### config.mk
export PLATFORM = sky130hd
export DESIGN_NAME = mem_port_arbiter
export DESIGN_NICKNAME = d
export VERILOG_FILES = /design/src/rtl/memarb_pkg.sv /design/src/rtl/mem_port_arbiter_rr_pick2.sv /design/src/rtl/mux32.sv /design/src/rtl/mem_port_arbiter.sv
export SDC_FILE = /design/constraint.sdc
export NUM_CORES = 1
export LEC_CHECK = 0
export CAP_MARGIN = 25
export CORE_ASPECT_RATIO = 0.8
export CORE_MARGIN = 2
export CORE_UTILIZATION = 26
export DETAILED_ROUTE_END_ITERATION = 6
export PLACE_DENSITY_LB_ADDON = 0.08
export SLEW_MARGIN = 20
export SYNTH_ARGS = -nofsm -noshare
export SYNTH_HDL_FRONTEND = slang
export SYNTH_SLANG_ARGS = --single-unit
### constraint.sdc
create_clock -name CLK -period 1.27 [get_ports CLK]
set_input_delay 0.254 -clock CLK [delete_from_list [all_inputs] [get_ports CLK]]
set_output_delay 0.254 -clock CLK [all_outputs]
set_load 0.005 [all_outputs]
### src/rtl/memarb_pkg.sv
// Shared encodings for the memory port arbiter: FSM states and requester ids.
package memarb_pkg;

    typedef enum logic {
        ST_IDLE = 1'b0,
        ST_BUSY = 1'b1
    } state_e;

    localparam logic REQ_IF   = 1'b0;
    localparam logic REQ_DATA = 1'b1;

    function automatic logic [1:0] id_to_onehot(input logic id);
        return id ? 2'b10 : 2'b01;
    endfunction

endpackage

### src/rtl/mem_port_arbiter_rr_pick2.sv
// Two-way round-robin picker: a lone requester wins, a tie goes to the one not served last.
module rr_pick2
    import memarb_pkg::*;
(
    input  logic [1:0] req_i,
    input  logic       last_i,
    output logic       gnt_valid_o,
    output logic       gnt_id_o
);

    // Winner selection; the tie case alternates against the last owner.
    always_comb begin
        gnt_valid_o = |req_i;
        case (req_i)
            2'b01:   gnt_id_o = REQ_IF;
            2'b10:   gnt_id_o = REQ_DATA;
            2'b11:   gnt_id_o = ~last_i;
            default: gnt_id_o = REQ_IF;
        endcase
    end

endmodule

### src/rtl/mux32.sv
// 32-bit 2:1 steering mux; CONTROL=1 passes IN1, CONTROL=0 passes IN2.
module MUX32 (
    input  logic        CONTROL,
    input  logic [31:0] IN1,
    input  logic [31:0] IN2,
    output logic [31:0] OUT
);

    assign OUT = CONTROL ? IN1 : IN2;

endmodule

### src/rtl/mem_port_arbiter.sv
// Shares one 32-bit memory port between fetch (R0) and data (R1) with a non-preemptive
// round-robin grant. Define MEMARB_TIMEOUT_EN to abort BUSY after TIMEOUT_CYC cycles without MEM_ACK.
module mem_port_arbiter
    import memarb_pkg::*;
#(
    parameter int TIMEOUT_CYC = 16,
    parameter int TMR_W       = 5
) (
    input  logic        CLK,
    input  logic        RESET,
    input  logic        REQ0,
    input  logic [31:0] ADDR0,
    input  logic        REQ1,
    input  logic        WE1,
    input  logic [31:0] ADDR1,
    input  logic [31:0] WDATA1,
    output logic        DONE0,
    output logic        DONE1,
    output logic [31:0] RDATA,
    output logic        ERR,
    output logic        SEL,
    output logic        MEM_REQ,
    output logic        MEM_WE,
    output logic [31:0] MEM_ADDR,
    output logic [31:0] MEM_WDATA,
    input  logic        MEM_ACK,
    input  logic [31:0] MEM_RDATA
);

    if ((2 ** TMR_W) <= TIMEOUT_CYC) begin : g_tmr_w_check
        $error("TMR_W too narrow for TIMEOUT_CYC");
    end

    state_e      state_q, state_d;
    logic        owner_q, owner_d;
    logic        last_q, last_d;
    logic        sel_q, sel_d;
    logic        mem_req_q, mem_req_d;
    logic [1:0]  done_q, done_d;
    logic [31:0] rdata_q, rdata_d;
    logic        err_q, err_d;
    logic [1:0]  req_elig_s;
    logic        gnt_valid_s;
    logic        gnt_id_s;

`ifdef MEMARB_TIMEOUT_EN
    localparam logic [TMR_W-1:0] TMO_LAST = TMR_W'(TIMEOUT_CYC - 1);
    logic [TMR_W-1:0] timer_q, timer_d;
`endif

    // A requester is masked during its own DONE cycle so it cannot be re-granted immediately.
    assign req_elig_s = {REQ1 & ~done_q[1], REQ0 & ~done_q[0]};

    rr_pick2 u_pick (
        .req_i       (req_elig_s),
        .last_i      (last_q),
        .gnt_valid_o (gnt_valid_s),
        .gnt_id_o    (gnt_id_s)
    );

    MUX32 u_addr_mux (
        .CONTROL (sel_q),
        .IN1     (ADDR1),
        .IN2     (ADDR0),
        .OUT     (MEM_ADDR)
    );

    MUX32 u_wdata_mux (
        .CONTROL (sel_q),
        .IN1     (WDATA1),
        .IN2     (32'h0000_0000),
        .OUT     (MEM_WDATA)
    );

    // Next-state and registered-output logic of the IDLE/BUSY arbiter.
    always_comb begin
        state_d   = state_q;
        owner_d   = owner_q;
        last_d    = last_q;
        sel_d     = sel_q;
        mem_req_d = mem_req_q;
        done_d    = 2'b00;
        rdata_d   = rdata_q;
        err_d     = 1'b0;
`ifdef MEMARB_TIMEOUT_EN
        timer_d   = timer_q;
`endif
        case (state_q)
            ST_IDLE: begin
                if (gnt_valid_s) begin
                    owner_d   = gnt_id_s;
                    sel_d     = gnt_id_s;
                    mem_req_d = 1'b1;
                    state_d   = ST_BUSY;
`ifdef MEMARB_TIMEOUT_EN
                    timer_d   = {TMR_W{1'b0}};
`endif
                end else begin
                    state_d = ST_IDLE;
                end
            end
            ST_BUSY: begin
                if (MEM_ACK) begin
                    rdata_d   = MEM_RDATA;
                    done_d    = id_to_onehot(owner_q);
                    last_d    = owner_q;
                    mem_req_d = 1'b0;
                    state_d   = ST_IDLE;
                end
`ifdef MEMARB_TIMEOUT_EN
                else if (timer_q == TMO_LAST) begin
                    rdata_d   = 32'h0000_0000;
                    done_d    = id_to_onehot(owner_q);
                    err_d     = 1'b1;
                    last_d    = owner_q;
                    mem_req_d = 1'b0;
                    state_d   = ST_IDLE;
                end else begin
                    timer_d = timer_q + {{(TMR_W-1){1'b0}}, 1'b1};
                end
`else
                else begin
                    state_d = ST_BUSY;
                end
`endif
            end
            default: begin
                state_d   = ST_IDLE;
                mem_req_d = 1'b0;
            end
        endcase
    end

    // Arbiter state registers with synchronous reset.
    always_ff @(posedge CLK) begin
        if (RESET) begin
            state_q   <= ST_IDLE;
            owner_q   <= 1'b0;
            last_q    <= 1'b1;
            sel_q     <= 1'b0;
            mem_req_q <= 1'b0;
            done_q    <= 2'b00;
            rdata_q   <= 32'h0000_0000;
            err_q     <= 1'b0;
        end else begin
            state_q   <= state_d;
            owner_q   <= owner_d;
            last_q    <= last_d;
            sel_q     <= sel_d;
            mem_req_q <= mem_req_d;
            done_q    <= done_d;
            rdata_q   <= rdata_d;
            err_q     <= err_d;
        end
    end

`ifdef MEMARB_TIMEOUT_EN
    // BUSY-cycle counter for the no-ACK abort.
    always_ff @(posedge CLK) begin
        if (RESET) begin
            timer_q <= {TMR_W{1'b0}};
        end else begin
            timer_q <= timer_d;
        end
    end
`endif

    assign DONE0   = done_q[0];
    assign DONE1   = done_q[1];
    assign RDATA   = rdata_q;
    assign ERR     = err_q;
    assign SEL     = sel_q;
    assign MEM_REQ = mem_req_q;
    assign MEM_WE  = WE1 & sel_q & mem_req_q;

endmodule
# Yosys cells after proc, flatten, opt, wreduce, memory -nomap -nowiden
# Index checks and enable logic that the tools add are counted.
[op_classes] eq_ne=4 n_mux=10 bitwise_logic=9 n_reduce_logical=5
[op_table] operator="$mux 32" n=2
[op_table] operator="$pmux 1 s2" n=3
[op_table] operator="$reduce_and 2->1" n=3
[op_table] operator="$not 1->1" n=5
[op_table] operator="$and 1x1->1" n=4
[op_table] operator="$eq 2x2->1 const B" n=2
[op_table] operator="$mux 1" n=4
[op_table] operator="$ne 2x2->1 const B" n=2
[op_table] operator="$reduce_or 3->1" n=1
[op_table] operator="$mux 2" n=1
[op_table] operator="$reduce_or 2->1" n=1
[word_totals] ff_bits=38 in_bits=134

# Depth between registers and ports, before layout
[logic_depth] word_depth=5 depth_mapped=4 depth_no_buf=2

# Modules after synthesis
# Synthesis repeated with hierarchy kept, for this count alone.
[unflattened] hier_cells=212 area_unflattened_um2=2715.1
[modules_own_cells] module="mem_port_arbiter" n_inst=1 cells_each=138 area_each_um2=1612.8 seq_area_each_um2=760.7
[modules_own_cells] module="MUX32" n_inst=2 cells_each=36 area_each_um2=544.3 seq_area_each_um2=0.0
[modules_own_cells] module="rr_pick2" n_inst=1 cells_each=2 area_each_um2=13.8 seq_area_each_um2=0.0

# Least setup slack after synthesis
# Ideal clock, no wire load.
[synth_timing] path_kind="reg2out" startpoint="register sel_q (netlist: SEL)" endpoint="output MEM_ADDR[10]" arrival_time_ps=933 t_required_ps=1016 setup_slack_ps=83 path_stages_with_launch=3 cell_sequence="dfxtp_1 -> buf_2 -> mux2_2"
[synth_between] elab_chain_cells=1
[synth_lines] item="start: declaration" line="mem_port_arbiter.sv:37" text="logic sel_q, sel_d;"
[synth_lines] item="start signal: assignment" line="mem_port_arbiter.sv:149" text="sel_q <= sel_d;"
[synth_lines] item="$mux 32" line="mux32.sv:9" text="assign OUT = CONTROL ? IN1 : IN2;"
[synth_lines] item="end: declaration" line="mem_port_arbiter.sv:24" text="output logic [31:0] MEM_ADDR,"
# No other way between the ends.

# Worst setup path after layout
[layout_timing] startpoint="register sel_q (netlist: SEL)" endpoint="output MEM_ADDR[30]"
# The elaborated chain is that of the path after synthesis.

==> summary.md <==
| Metric | Value |
|---|---|
| Outcome | `finished with violations` |
| Failing checks | `setup timing` |
| Critical Path RT | `between 1000 and 1500 ps` |
| Cell Chain, Critical Path | `buf_6 > buf_16 > buf_6 > mux2_4 > buf_6` |
| Commonest non-fill, non-tap cells in the layout | `clkdlybuf4s50_1, buf_6, dlygate4sd2_1` |
| Die width | `98.7 um` |
| Effective utilization at floorplan | `26.9%` |
| Slowest cell on crit path | `dfxtp_4` |
| Worst Hold Class | `input port to flip-flop` |
| Yosys reg bits | `38` |
| Later-pin clock latency in the skew report | `280 ps` |
| Register area share after synthesis | `between 40% and 50%` |
| Area Overhead vs Synth | `151%` |
| Crit. End Element | `output pin` |
| Vias in the first global route | `2329` |
| Worst hold stages | `2` |
| Fillers | `between 500 and 600` |
| Max-cap violations | `0` |
| 1st-iter DRT viols | `45` |
| DIE HEIGHT | `around 80 um` |
| Via-to-Cell Ratio | `~4.5` |
| Arr. time, crit path | `between 1000 and 1500 ps` |
| Cells on worst reg2reg path | `5` |
| Antenna violations before repair | `0` |
| Final Power | `approximately 3.5 mW` |
| Leakage | `2.18 nW` |
| CP max stage delay | `about 360 ps` |
| Hold Fails Final Rpt | `0` |
| Core area | `0.00693 mm^2` |
| Die area | `between 0.007 and 0.008 mm^2` |
| DRT Pass-1 Iters | `4` |
| Setup ws final | `-430 ps` |
| Post-DP HPWL | `6.89 mm` |
| Crit Path Class | `flip-flop to output pin` |
| WP buf/inv | `4` |
| VDD IR max | `about 530 uV` |
| Final setup violation count | `66` |
| Syn_nets | `301` |
| Most frequent CP cell | `buf_6` |
| Startpoint types | `flip-flop` |
| H-tree lvl count | `2` |
| DP Worst Slack | `-457 ps` |
| Post-CTS Hold Fix Bufs | `0` |
| Final slew viol count | `0` |
| All-layer global routing usage | `a little over a fifth` |
| Fin nets | `approximately 550` |
| Crit path max-delay family | `buffers and inverters` |
| First-pass GRT wire length | `13.1 mm` |
| CTS tree | `done` |
| Max Fanout on Critical Path | `7` |
| Final core occ | `67.5%` |
| CTS max path bufs | `2` |
| PD cells | `745 mW/mm^2` |
| RSZ-0062 raised after global routing | `yes` |
| Synthesized area per cell | `11.2 um^2` |
| Final Wtd Congestion | `0.790` |
| Clock slew at reported path FFs | `about 70 ps` |
| Grt ovf | `0` |
| Layout cell share with drive strength beyond 1 | `36.6%` |
| Via count | `around 2200` |
| Clock Skews | `around 5.0 ps` |
| Mapped Cells | `167` |
| Std cell rows | `27` |
| CTS Buf Count | `5` |
| DR WL/cell | `17.7 um` |
| Routed wire length | `between 8 and 9 mm` |
| Io pins | `236` |
| Largest net degree at the start of global routing | `25` |
| Yosys warning total | `0` |
| Crit path time final | `1700 ps` |
| Number of remaining DRC errors | `0` |
| Count of input and output buffers | `234` |
| Tcrit/Tclk final | `134%` |
| Maximum clock rate | `a little under 0.6 GHz` |
| Mapped cell area | `0.00187 mm^2` |
| Clk sinks | `38` |
| Cell count along the critical path | `5` |
| Antenna cells | `0` |
| Number of nets with antenna violations after routing | `0` |
| Most common cell after layout, fill and taps aside | `clkdlybuf4s50_1` |
| Clk root buf | `clkbuf_8` |
| Library cells used by synthesis | `22` |
-- area by class of cell --
cell class / count / area [um^2] / area share [%]
timing repair buffer: 260 / 2600 / 55.7
multi-input combinational: 112 / 1100 / 23.6
sequential: 38 / 768 / 16.4
tap: 87 / 109 / 2.33
clock buffer: 6 / 82.6 / 1.77
inverter: 2 / 7.51 / 0.161
-- worst reg2reg max path, stage by stage (launching register included) --
cell and delay, ps:
dfxtp_4 380, buf_6 170, buf_12 120, buf_16 100, inv_1 70, o32ai_2 270
-- cells by family after synthesis --
kind of cell           count (synthesis)  share of synthesized area [%]
AND/OR/NAND/NOR                       42                           14.7
flip-flops                            38                           40.8
AO/OA/AOI/OAI                         37                           18.3
multiplexers                          32                           19.3
buffers and inverters                 17                           6.71
other                                  1                          0.201
-- worst paths after layout --
path | start | endpoint | slack [ps]
hold reg to reg | RDATA[20]$_SDFFE_PP0P_ | RDATA[20]$_SDFFE_PP0P_ | 480
setup / recovery | SEL$_SDFFE_PP0P_ | MEM_ADDR[30] | -430
setup reg to reg | SEL$_SDFFE_PP0P_ | SEL$_SDFFE_PP0P_ | 80
hold / removal | RESET | SEL$_SDFFE_PP0P_ | 300
-- through the flow --
stage	TNS, ps	instance area (um^2)	std cells	hold WS [ps]
finish	-17480	4670	505	301
global route	-21140	4670	505	312
CTS	-22990	4670	508	479
detailed placement	-30920	4350	484	462
global placement	-30390	4350	484	457
floorplan	0	1870	167	371
-- power breakdown --
part | switching, mW | internal, mW
clock network | 0.392 | 0.419
registers | 0.0365 | 1.25
logic | 0.405 | 0.974
-- synthesized netlist by cell type (all sizes together) --
cell,instances,area [um^2]
clkbuf,3,11.3
a21oi,1,8.76
and3b,2,17.5
or2b,1,7.51
dfxtp,38,761
a22o,32,295
nor2b,2,12.5
conb,1,3.75
a22oi,1,7.51
or4b,1,10.0
o311a,1,11.3
nor3b,1,7.51
buf,12,106
and3,1,6.26
inv,2,7.51
mux2,32,360
o32ai,1,8.76
and2,34,213
o31a,1,10.0
-- what timing repair did --
item	in CTS	in global routing
pin swaps	1	1
gates cloned	4	0
endpoints found under the setup margin	101	101
setup buffers	14	1
resized for setup	347	20
-- sequential cells by signal, summed over array words and instances, names as in the netlist --
register and cells:
done_q 2, RDATA 32, last_q 1, state_q 1, MEM_REQ 1, SEL 1
-- routing by layer --
layer / vias to the layer above / GRT usage [%] / part of all wire (%) / wire length [um]
met3: 9 / 5.17 / 6.5 / 585
li1: 1108 / - / - / -
met2: 94 / 41.2 / 53 / 4780
met4: 0 / 4.25 / 1.2 / 108
met1: 1037 / 23.9 / 39 / 3470
met5: - / 0 / 0 / 0
Note: power is estimated with default switching activity, not from simulation.
